===== src/rtl/rt_imp_sdiv_21s_12ns_9s_seq.sv =====
// rt_imp_sdiv_21s_12ns_9s_seq
//
// Sequential signed divider: 21-bit signed dividend / 12-bit unsigned divisor
// -> saturated 9-bit signed quotient and 13-bit signed remainder. It is the
// inverse of the 12u x 9s -> 21s multiply path. A restoring radix-2 datapath
// resolves one quotient bit per enabled cycle. Results are registered.
//
// Ports:
//   clk          single clock, rising edge
//   reset        synchronous, active-high; clears all state and outputs
//   ce           clock enable; when low every register holds
//   start        operation request, accepted only in IDLE with ce high
//   din0 [20:0]  signed dividend, captured on acceptance
//   din1 [11:0]  unsigned divisor, captured on acceptance
//   busy         high while an operation is in flight
//   done         one-enabled-cycle pulse when results are valid
//   quotient     [8:0]  signed quotient, truncated toward zero, saturated
//   remainder    [12:0] signed remainder of the true quotient (dividend sign)
//   overflow     true quotient outside [-256, 255]
//   div_by_zero  divisor was zero

module rt_imp_sdiv_21s_12ns_9s_seq #(
    parameter logic [31:0] ID        = 32'd1,
    parameter logic [31:0] NUM_STAGE = 32'd23
) (
    input  logic        clk,
    input  logic        reset,
    input  logic        ce,
    input  logic        start,
    input  logic [20:0] din0,
    input  logic [11:0] din1,
    output logic        busy,
    output logic        done,
    output logic [8:0]  quotient,
    output logic [12:0] remainder,
    output logic        overflow,
    output logic        div_by_zero
);

    typedef enum logic [1:0] {
        IDLE = 2'd0,
        CALC = 2'd1,
        FIX  = 2'd2,
        DONE = 2'd3
    } state_t;

    state_t      state_q,     state_d;
    logic        neg_q,       neg_d;
    logic [20:0] dvd_q,       dvd_d;
    logic [11:0] div_q,       div_d;
    logic [12:0] rem_q,       rem_d;
    logic [20:0] qmag_q,      qmag_d;
    logic [4:0]  cnt_q,       cnt_d;
    logic        done_q,      done_d;
    logic [8:0]  quotient_q,  quotient_d;
    logic [12:0] remainder_q, remainder_d;
    logic        overflow_q,  overflow_d;
    logic        dbz_q,       dbz_d;

    logic [20:0] abs_din0;
    logic [13:0] shifted;
    logic        trial_ge;
    logic [12:0] trial_sub;
    logic        q_ovf;
    logic [8:0]  q_signed;

    // |din0| as unsigned; -2^20 maps to 2^20, which still fits in 21 bits.
    assign abs_din0 = din0[20] ? (~din0 + 21'd1) : din0;

    // Restoring step: the partial remainder is always below the divisor, so
    // after the subtraction only the low 13 bits can be non-zero.
    assign shifted   = {rem_q, dvd_q[20]};
    assign trial_ge  = (shifted >= {2'b00, div_q});
    assign trial_sub = shifted[12:0] - {1'b0, div_q};

    // A negative result may reach -256, a positive one only 255.
    assign q_ovf    = neg_q ? (qmag_q > 21'd256) : (qmag_q > 21'd255);
    assign q_signed = neg_q ? (~qmag_q[8:0] + 9'd1) : qmag_q[8:0];

    // Next-state and datapath; everything holds unless ce is high.
    always_comb begin
        state_d     = state_q;
        neg_d       = neg_q;
        dvd_d       = dvd_q;
        div_d       = div_q;
        rem_d       = rem_q;
        qmag_d      = qmag_q;
        cnt_d       = cnt_q;
        done_d      = done_q;
        quotient_d  = quotient_q;
        remainder_d = remainder_q;
        overflow_d  = overflow_q;
        dbz_d       = dbz_q;

        if (ce) begin
            done_d = 1'b0;
            case (state_q)
                IDLE: begin
                    if (start) begin
                        state_d = CALC;
                        neg_d   = din0[20];
                        dvd_d   = abs_din0;
                        div_d   = din1;
                        rem_d   = 13'd0;
                        qmag_d  = 21'd0;
                        cnt_d   = 5'd0;
                    end
                end
                CALC: begin
                    dvd_d  = {dvd_q[19:0], 1'b0};
                    rem_d  = trial_ge ? trial_sub : shifted[12:0];
                    qmag_d = {qmag_q[19:0], trial_ge};
                    cnt_d  = cnt_q + 5'd1;
                    if (cnt_q == 5'd20) begin
                        state_d = FIX;
                    end
                end
                FIX: begin
                    state_d = DONE;
                    if (div_q == 12'd0) begin
                        // Divide by zero: saturate toward the dividend's sign.
                        quotient_d  = neg_q ? 9'h100 : 9'h0FF;
                        remainder_d = 13'd0;
                        overflow_d  = 1'b0;
                        dbz_d       = 1'b1;
                    end else begin
                        if (q_ovf) begin
                            quotient_d = neg_q ? 9'h100 : 9'h0FF;
                        end else begin
                            quotient_d = q_signed;
                        end
                        remainder_d = neg_q ? (~rem_q + 13'd1) : rem_q;
                        overflow_d  = q_ovf;
                        dbz_d       = 1'b0;
                    end
                end
                DONE: begin
                    state_d = IDLE;
                    done_d  = 1'b1;
                end
                default: begin
                    state_d = IDLE;
                end
            endcase
        end
    end

    // State register with synchronous reset.
    always_ff @(posedge clk) begin
        if (reset) begin
            state_q     <= IDLE;
            neg_q       <= 1'b0;
            dvd_q       <= 21'd0;
            div_q       <= 12'd0;
            rem_q       <= 13'd0;
            qmag_q      <= 21'd0;
            cnt_q       <= 5'd0;
            done_q      <= 1'b0;
            quotient_q  <= 9'd0;
            remainder_q <= 13'd0;
            overflow_q  <= 1'b0;
            dbz_q       <= 1'b0;
        end else begin
            state_q     <= state_d;
            neg_q       <= neg_d;
            dvd_q       <= dvd_d;
            div_q       <= div_d;
            rem_q       <= rem_d;
            qmag_q      <= qmag_d;
            cnt_q       <= cnt_d;
            done_q      <= done_d;
            quotient_q  <= quotient_d;
            remainder_q <= remainder_d;
            overflow_q  <= overflow_d;
            dbz_q       <= dbz_d;
        end
    end

    assign busy        = (state_q != IDLE);
    assign done        = done_q;
    assign quotient    = quotient_q;
    assign remainder   = remainder_q;
    assign overflow    = overflow_q;
    assign div_by_zero = dbz_q;

endmodule

===== config.mk =====
export PLATFORM = sky130hd
export DESIGN_NAME = rt_imp_sdiv_21s_12ns_9s_seq
export DESIGN_NICKNAME = d
export VERILOG_FILES = /design/src/rtl/rt_imp_sdiv_21s_12ns_9s_seq.sv
export SDC_FILE = /design/constraint.sdc
export NUM_CORES = 1
export LEC_CHECK = 0
export ABC_AREA = 0
export CORE_ASPECT_RATIO = 0.5
export CORE_MARGIN = 5
export CORE_UTILIZATION = 40
export CTS_BUF_LIST = sky130_fd_sc_hd__clkbuf_4
export CTS_CLUSTER_SIZE = 40
export DETAILED_ROUTE_END_ITERATION = 8
export PLACE_DENSITY_LB_ADDON = 0.1
export SLEW_MARGIN = 20
export SYNTH_ARGS = -nofsm -noshare
export SYNTH_HDL_FRONTEND = slang
export SYNTH_SLANG_ARGS = --single-unit

===== constraint.sdc =====
create_clock -name clk -period 2.57 [get_ports clk]
set_input_delay 0.257 -clock clk [delete_from_list [all_inputs] [get_ports clk]]
set_output_delay 0.257 -clock clk [all_outputs]
set_load 0.02 [all_outputs]

==> flow_metrics.env <==
export IMPL_status="complete, no violations"
export IMPL_crit_path_buffers_inverters=3
export IMPL_timing_final_max_slew_violations=0
export IMPL_total_power_draw_w=0.00348
export IMPL_grt_antenna_before_repair=0
export IMPL_clock_insertion_delay_at_the_later_pin_of_the_skew_report_ps=470
export IMPL_grtUsageMet2=0.282
export IMPL_synth_area_leaders="dfxtp_1 36%, nand2_1 8.5%, a21oi_1 5.1%"
export IMPL_layout_commonest_cell="nand2_1"
export IMPL_detailedRoute_firstIterationViolations=339
export IMPL_worst_hold_startpoint="reset"
export IMPL_crit_fanout=14
export IMPL_floorplan_initialDensity=0.409
export IMPL_hold_violation_total_from_the_final_report=0
export IMPL_postSynth_asyncResetShare=0
export IMPL_cts_reportedPaths_clkPinSlew_ps=170
export IMPL_synth_fp_nets=773
export IMPL_finalCritPeriodShare=0.926
export IMPL_io_pins=63
export IMPL_final_routed_wire_length_divided_by_cell_count_um=14.0
export IMPL_cp_data_arrival_time_ps=2760
export IMPL_most_frequent_cells_in_the_layout="126 x nand2_1, 100 x dfxtp_1, 61 x clkdlybuf4s50_1"
export IMPL_post_route_ant_nets=0
export IMPL_grt_util_met1=0.235
export IMPL_antennaDiodeCount=0
export IMPL_detailedPlacementHpwl_mm=10.1
export IMPL_synth_enable_flop_cells=0
export IMPL_worstReg2RegEnd="rem_q[6]"
export IMPL_grt_use_total=0.173
export IMPL_wl_mm=13.8
export IMPL_finalSetupTns_ps=0
export IMPL_crit_end_element="register"
export IMPL_average_vias_per_placed_instance=5.26
export IMPL_share_of_layout_cells_above_drive_strength_1=0.0938
export IMPL_synthCells=713
export IMPL_cpPeakStageDelay_ps=430
export IMPL_min_path_type="in2reg"
export IMPL_worst_slack_ps=190
export IMPL_cp_start_kind="register"
export IMPL_r2r_start="dvd_q[20]"
export IMPL_htreeDepth=3
export IMPL_grt_pass1_wl_mm=23.6
export IMPL_cts_made_buffers=9
export IMPL_gp_routability_congestion=0.831
export IMPL_critPathSlowestCell="fa_1"
export IMPL_max_slew_margin=0.385
export IMPL_synth_top_flop_cell="dfxtp_1"
export IMPL_cpLargestDelayFamily="adder cells"
export IMPL_grt_ovfl_total=0
export IMPL_finalSetupViolCount=0
export IMPL_drt_first_pass_iters=4
export IMPL_clock_tree_root_cell="clkbuf_4"
export IMPL_dr_total_vias=5159
export IMPL_place_worst_setup_slack_ps=61.8
export IMPL_synthesis_area_um2=5540
export IMPL_clock_tree_skew_after_final_layout_ps=13.7
export IMPL_die_height_um=93.2
export IMPL_hold_path_endpoint="rem_q[9]"
export IMPL_irDropWorstVdd_mv=0.196
export IMPL_yosys_register_bits=100
export IMPL_max_cap_viol_count=0
export IMPL_cellPowerDensity_nw_per_um2=517
export IMPL_core_area_um2=13600
export IMPL_detail_route_drc_violations=0
export IMPL_die_area_um2=16500
export IMPL_tightest_slew_ps=923
export IMPL_finalWorstPathRequiredPeriod_ps=2380
export IMPL_synth_seq_area_share=0.361
export IMPL_worstRegToRegCells=11
export IMPL_post_synth_cell_area_avg_um2=7.77
export IMPL_place_port_buffers=62
export IMPL_leakage_nw=2.46
export IMPL_achievable_frequency_mhz=420
export IMPL_tritoncts="done"
export IMPL_r2r_setup_slack_ps=190
export IMPL_synth_cell_type_count=61
export IMPL_worstSetupPathDepth=11
export IMPL_min_path_cells=3
export IMPL_die_w_um=176
export IMPL_yosys_warnings=0
export IMPL_layout_cell_area_non_filler_um2=6720
export IMPL_grt_pass1_vias=4877
export IMPL_synth_largest_type_area_fraction=0.361
export IMPL_worstSetupPathType="reg2reg"
export IMPL_final_net_count=844
export IMPL_crit_required_ps=2950
export IMPL_grt_start_max_net_pins=88
export IMPL_global_route_usage_met3=0.0392
export IMPL_cts_buffer_depth=2
export IMPL_synth_top_area_cell="dfxtp_1"
export IMPL_post_dp_cell_area_um2=6540
export IMPL_grt_busiest_layer="met2"
export IMPL_floorplan_rows=30
export IMPL_clock_sinks=100
export IMPL_crit_path_cell_trace="inv_1 -> ha_1 -> fa_1 -> nor2b_2 -> o31a_1 -> o31ai_1 -> buf_4 -> nand3_1 -> buf_6 -> o21ai_0 -> a31o_2"
export IMPL_area_growth_synth_to_final_pct=21.3
logic make-up (layout without fill, tap and decap cells):
kind of cell | after synthesis | after routing | synth area share
xor+xnor | 40 | 40 | 0.0632
simple gates | 291 | 291 | 0.245
buf+inv | 72 | 148 | 0.0503
mux | 15 | 15 | 0.0275
compound gates | 172 | 172 | 0.200
fa+ha+maj | 23 | 23 | 0.0533
flops | 100 | 100 | 0.361
metal layers:
| layer | share of wire | up-vias |
|---|---|---|
| met5 | 0 | - |
| met4 | 0.0087 | 0 |
| met1 | 0.51 | 2430 |
| met2 | 0.45 | 51 |
| met3 | 0.029 | 12 |
| li1 | - | 2666 |
how the worst max path moves through the flow:
stage	from	end	slack (ps)
2_1_floorplan	div_q[2]	rem_q[6]	350
5_1_grt	dvd_q[20]	rem_q[6]	-20
6_report	dvd_q[20]	rem_q[6]	190
4_1_cts	dvd_q[20]	rem_q[6]	140
3_5_place_dp	din0[1]	dvd_q[12]	60
3_3_place_gp	din0[1]	dvd_q[12]	60
power by group:
part	internal (W)	switching, W
Combinational	0.000436	0.000513
Clock	0.000313	0.000578
Sequential	0.00160	0.0000340
area by class of cell:
type	instances	area, um^2
inverters	27	101
repair buffers	105	955
fillers	1364	6830
well taps	192	240
flip-flops and latches	100	2000
multi-input cells	541	3280
clock inverters	7	80.1
clock buffers	9	67.6
registers in the layout, indices dropped and copies added (netlist names):
name and count:
dvd_q 21, qmag_q 21, rem_q 13, remainder 13
div_q 12, quotient 9, cnt_q 5, state_q 2
div_by_zero 1, done 1, neg_q 1, overflow 1
worst register-to-register path, stage by stage, from the launching register on:
cell	delay, ps
dfxtp_1	380
inv_1	60
ha_1	220
fa_1	430
nor2b_2	170
o31a_1	210
o31ai_1	80
buf_4	150
nand3_1	90
buf_6	190
o21ai_0	110
a31o_2	210
through the flow:
| step | instances | util | hold WS [ps] |
|---|---|---|---|
| 6_report | 981 | 0.496 | 260 |
| 5_1_grt | 981 | 0.496 | 222 |
| 4_1_cts | 978 | 0.494 | 223 |
| 3_5_place_dp | 962 | 0.483 | 446 |
| 3_3_place_gp | 962 | 0.483 | 442 |
| 2_1_floorplan | 713 | - | 393 |
synthesized netlist by cell type (2+ instances only):
cell,number
nand2b_1,8
a22o_1,2
a31oi_1,16
xor2_1,13
o21a_1,5
and2_1,2
a21boi_0,2
o31a_1,3
or4_1,3
dfxtp_1,100
and3_1,4
clkbuf_1,41
or3_1,6
o41ai_1,4
nor3b_1,2
or2_2,2
buf_4,2
a22oi_1,6
mux2_2,2
nor2_1,45
nand3b_1,2
inv_1,27
nand4_1,4
nand3_1,57
nor2b_1,4
a21o_1,3
a211oi_1,13
o211ai_1,3
ha_1,22
or4_4,3
a41oi_1,2
nand2_1,126
a31o_2,2
mux2i_1,13
xnor2_1,27
a32oi_1,2
nor3_1,7
a21oi_1,57
nor4_1,10
o21ai_0,29
o31ai_1,12
timing repair:
item                       CTS  global route
setup endpoints to repair    0             8
hold buffers                 0             0
gates resized for setup      0             4
hold endpoints to repair     0             0
buffers inserted             0             3
Power figures use the tool's default switching activity.
